File: config.mk
export PLATFORM = sky130hd
export DESIGN_NAME = logic_arbiter
export DESIGN_NICKNAME = d
export VERILOG_FILES = /design/src/rtl/logic_arbiter.sv
export SDC_FILE = /design/constraint.sdc
export NUM_CORES = 1
export LEC_CHECK = 0
export BUFFER_PORTS_ARGS = -buffer_cell sky130_fd_sc_hd__buf_2
export CORE_MARGIN = 3
export CORE_UTILIZATION = 45
export DETAILED_ROUTE_END_ITERATION = 16
export PLACE_DENSITY_LB_ADDON = 0.2
export SETUP_SLACK_MARGIN = 0.4
export SYNTH_ARGS = -nofsm -noshare
export SYNTH_HDL_FRONTEND = slang
export SYNTH_SLANG_ARGS = --single-unit
File: constraint.sdc
create_clock -name clk -period 1.84 [get_ports clk]
set_input_delay 0.092 -clock clk [delete_from_list [all_inputs] [get_ports clk]]
set_output_delay 0.092 -clock clk [all_outputs]
set_load 0.02 [all_outputs]
File: src/rtl/logic_arbiter.sv
// logic_arbiter: two requesters share one bitwise logic unit (AND/OR/XOR/NOT A).
// A round-robin arbiter picks one request in IDLE, the operands are captured,
// the result is computed in EXEC and then held in RESP until it is consumed.
//
// Handshake rule (both request ports and the response port): a transfer happens
// on a rising clk edge where valid and ready are both high; the producer holds
// its valid and payload steady until that edge. Request readies are
// combinational and only ever high in IDLE. rsp_valid and the response payload
// are registered and stay frozen while rsp_ready is low.
module logic_arbiter #(
    parameter int WIDTH = 8
) (
    input  logic             clk,
    input  logic             rst_n,
    input  logic             req0_valid,
    output logic             req0_ready,
    input  logic [1:0]       req0_op,
    input  logic [WIDTH-1:0] req0_a,
    input  logic [WIDTH-1:0] req0_b,
    input  logic             req1_valid,
    output logic             req1_ready,
    input  logic [1:0]       req1_op,
    input  logic [WIDTH-1:0] req1_a,
    input  logic [WIDTH-1:0] req1_b,
    output logic             rsp_valid,
    input  logic             rsp_ready,
    output logic             rsp_id,
    output logic [WIDTH-1:0] rsp_data,
    output logic             rsp_zero,
    output logic [1:0]       dbg_state
);

    typedef enum logic [1:0] {
        IDLE = 2'd0,
        EXEC = 2'd1,
        RESP = 2'd2
    } state_t;

    state_t           state;
    logic             last_grant;
    logic [1:0]       cap_op;
    logic [WIDTH-1:0] cap_a;
    logic [WIDTH-1:0] cap_b;
    logic             cap_id;

    logic             grant_id;
    logic             accept;
    logic [1:0]       sel_op;
    logic [WIDTH-1:0] sel_a;
    logic [WIDTH-1:0] sel_b;
    logic [WIDTH-1:0] result;

    // Round-robin winner: a lone requester always wins; on contention the one not granted last wins
    always_comb begin
        grant_id = 1'b0;
        if (req0_valid && req1_valid) begin
            grant_id = ~last_grant;
        end else if (req1_valid) begin
            grant_id = 1'b1;
        end
    end

    assign accept     = (state == IDLE) && (req0_valid || req1_valid);
    assign req0_ready = accept && !grant_id;
    assign req1_ready = accept && grant_id;
    assign dbg_state  = state;

    // Route the winning requester's payload toward the capture registers
    always_comb begin
        sel_op = req0_op;
        sel_a  = req0_a;
        sel_b  = req0_b;
        if (grant_id) begin
            sel_op = req1_op;
            sel_a  = req1_a;
            sel_b  = req1_b;
        end
    end

    // Shared logic unit, fed only from captured operands so late input changes cannot leak in
    always_comb begin
        result = '0;
        case (cap_op)
            2'b00:   result = cap_a & cap_b;
            2'b01:   result = cap_a | cap_b;
            2'b10:   result = cap_a ^ cap_b;
            default: result = ~cap_a;
        endcase
    end

    // Control FSM with registered response outputs; reset drops any in-flight operation
    always_ff @(posedge clk or negedge rst_n) begin
        if (!rst_n) begin
            state      <= IDLE;
            last_grant <= 1'b1;
            cap_op     <= 2'b00;
            cap_a      <= '0;
            cap_b      <= '0;
            cap_id     <= 1'b0;
            rsp_valid  <= 1'b0;
            rsp_id     <= 1'b0;
            rsp_data   <= '0;
            rsp_zero   <= 1'b1;
        end else begin
            case (state)
                IDLE: begin
                    if (accept) begin
                        cap_op     <= sel_op;
                        cap_a      <= sel_a;
                        cap_b      <= sel_b;
                        cap_id     <= grant_id;
                        last_grant <= grant_id;
                        state      <= EXEC;
                    end
                end
                EXEC: begin
                    rsp_data  <= result;
                    rsp_zero  <= (result == '0);
                    rsp_id    <= cap_id;
                    rsp_valid <= 1'b1;
                    state     <= RESP;
                end
                RESP: begin
                    if (rsp_ready) begin
                        rsp_valid <= 1'b0;
                        state     <= IDLE;
                    end
                end
                default: begin
                    rsp_valid <= 1'b0;
                    state     <= IDLE;
                end
            endcase
        end
    end

endmodule
==> out/summary.txt <==
final slew viol count -> 0
Yosys top cell area share -> 42.7%
I/O Buffers -> 55
post-synth top area cell -> dfrtp_1
die height -> 69.6 µm
R2R cell count -> 6
initial core utilization -> 48.2%
deepest clock path buffer count -> 2
syn nets -> 228
Most Frequent Cell on Critical Path -> buf_6
Comb pwr share -> 58.8%
Total Routing Usage GR -> 17.6%
relative slew slack -> 50.4%
status -> complete, no violations
Cell Int Power -> 2.85 mW
fin area -> 2620 µm²
FMAX -> 625 MHz
DRC violations left -> 0
Critical Path Fanout Max -> 4
max-cap viol count -> 0
Setup Skew -> 0.00452 ns
core area -> 3770 µm²
Clk pwr share -> 12.5%
Setup Viol. Count Final -> 0
Cell variety after synth -> 23
CP arrival -> 1.51 ns
Tightest Hold Check Type -> input pin to register
synthesized flop and latch total -> 33
crit-path max cell delay -> 0.55 ns
IO Count -> 56
Final min period -> 1.60 ns
cts bufs inserted -> 5
Site Rows -> 22
CP Launch Type -> register
RSZ-0062 raised after global routing -> yes
CP Buf/Inv Count -> 2
# nets final -> 315
CP Depth -> 4
vias in the first global route -> 1401
htree depth -> 2
fin crit share -> 87.0%
hold depth -> 3
share of total power in sequential cells -> 28.7%
commonest non-fill, non-tap cells in the layout -> 54 x buf_2, 30 x dfrtp_1, 25 x buf_4
CTS Sinks -> 33
CP max stage cell -> dfstp_2
pwr dens -> 1840 nW/µm²
Setup Total Neg Slack -> 0 ns
Fin. Hold Viols -> 0
drt via density -> 5.08
grt ovf -> 0
pre-CTS WS -> 0.358 ns
Routed WL -> 4.72 mm
crit path capture type -> primary output
worst-margin pin slew -> 0.744 ns
net load switching power -> 1.98 mW
WHS -> 0.0118 ns
wire per inst -> 15.4 µm
crit path kind -> register to primary output
Mean Syn Cell Area -> 10.6 µm²
antenna violations before repair -> 0
critical-path cell list -> nand2_4 -> a2111oi_4 -> buf_6 -> buf_6
post-route total power -> 4.83 mW
full die area -> 4840 µm²
Leakage -> 1.30 nW
Layout area overhead -> 44.1%
antenna diode count -> 0
setup ws final -> 0.239 ns
die extent in x -> 69.6 µm
largest net degree at the start of global routing -> 34
CTS tree -> done
Mapped Area -> 1820 µm²
drt pass-1 iters -> 4
reg2reg setup slack -> 0.28 ns
post-route ant nets -> 0
Syn. warnings -> 0
placed cell area -> 2140 µm²
clock root buffer -> clkbuf_8
most common cell after layout, fill and taps aside -> buf_2
share of layout cells above drive strength 1 -> 54.8%
sequential area share after synthesis -> 45.6%
Crit path required time -> 1.75 ns
worst skew pair latency -> 0.29 ns
switching portion of total power -> 41.0%
Post-Syn Instances -> 171
DR iter-0 viols -> 41
synth top area cells -> dfrtp_1 43%, ha_1 11%, mux4_2 9.9%, a22oi_1 7.4%, o21ai_0 6.9%
CP top delay family -> flip-flops
vias -> 1561
Detailed Place HPWL -> 2.64 mm
VDD IR max -> 0.894 mV
routability cong. -> 0.720
Fillers -> 280
first-pass GRT wire length -> 6.64 mm
CTS clk-pin slew, worst paths -> 0.07 ns
## cells by family (layout without fill, tap and decap cells)
logic type / count (synthesis) / after routing / share of synthesized area [%]
AO/OA/AOI/OAI: 49 / 49 / 17.8
flip-flops: 33 / 33 / 45.6
AND/OR/NAND/NOR: 23 / 24 / 5.51
multiplexers: 9 / 9 / 10.5
adder cells (fa/ha/maj): 16 / 16 / 11.0
buffers and inverters: 41 / 128 / 9.64
## worst register-to-register path, cell delays in order (launching register included)
cell,delay (ns)
dfrtp_1,0.40
buf_4,0.15
ha_1,0.19
inv_1,0.07
mux4_2,0.30
nand4_1,0.13
o31ai_1,0.25
## synthesized netlist by cell type
cell type   n
nor2_1      2
inv_1      33
mux4_2      8
buf_2       2
clkbuf_1    3
ha_1       16
nand2b_1    1
a21o_1      2
nand4_1     2
and3_2      1
a2111oi_4   1
o21ai_0    25
nor2_2      1
a22oi_1    18
nand2_1    16
o31ai_1     1
dfrtp_1    31
buf_6       2
o21ai_1     1
mux2_2      1
o21a_1      1
dfstp_2     2
buf_4       1
## metrics by stage
step / util, % / cells
after floorplan: - / 171
after global placement: 56.8 / 271
after detailed placement: 56.8 / 271
after CTS: 63.2 / 293
after global routing: 69.5 / 307
final: 69.5 / 307
## registers in the layout (all words and copies together), names as in the netlist
register,count
cap_a,8
rsp_data,8
rsp_id,1
cap_b,8
cap_id,1
rsp_valid,1
last_grant,1
dbg_state,2
rsp_zero,1
cap_op,2
## path summary, 6_finish.rpt
path,endpoint,startpoint
worst max register to register,rsp_zero,cap_a[2]
min in group asynchronous,cap_a[4],rst_n
max in group asynchronous,cap_op[0],rst_n
worst max-delay path,req0_ready,last_grant
worst min register to register,rsp_valid,rsp_valid
worst min-delay path,cap_op[0],req1_op[0]
## per-layer routing
layer / vias up / GRT usage (%) / routed length (µm) / share of wire (%)
met3: 11 / 4.20 / 274 / 5.8
met5: - / 0 / 0 / 0
met2: 53 / 27.4 / 2240 / 47
met1: 724 / 23.7 / 2100 / 45
met4: 0 / 7.16 / 106 / 2.2
li1: 773 / - / - / -
## power by group through the flow
| stage | clock network (mW) | registers [mW] | logic (mW) |
|---|---|---|---|
| final | 0.605 | 1.39 | 2.84 |
| after global placement | 0 | 1.37 | 1.91 |
| after floorplan | 0 | 1.45 | 1.33 |
| after CTS | 0.611 | 1.36 | 2.24 |
| after detailed placement | 0 | 1.39 | 1.94 |
| after global routing | 0.641 | 1.44 | 3.10 |
## cell type report
type	instances	area [µm²]	share of cell area [%]
multi-input cells	98	941	35.9
flip-flops and latches	33	830	31.7
repair buffers	87	564	21.5
inverters	33	124	4.73
clock buffers	7	96.3	3.68
well taps	48	60.1	2.29
clock inverters	1	5.00	0.191
## timing repair
| item | CTS | global route |
|---|---|---|
| setup buffers | 13 | 12 |
| resized for setup | 11 | 48 |
| hold buffers | 1 | 0 |
| endpoints found under the setup margin | 25 | 29 |
| pin swaps | 3 | 14 |
| gates cloned | 0 | 2 |
| endpoints found under the hold margin | 31 | 0 |
Note: power is estimated with default switching activity, not from simulation.
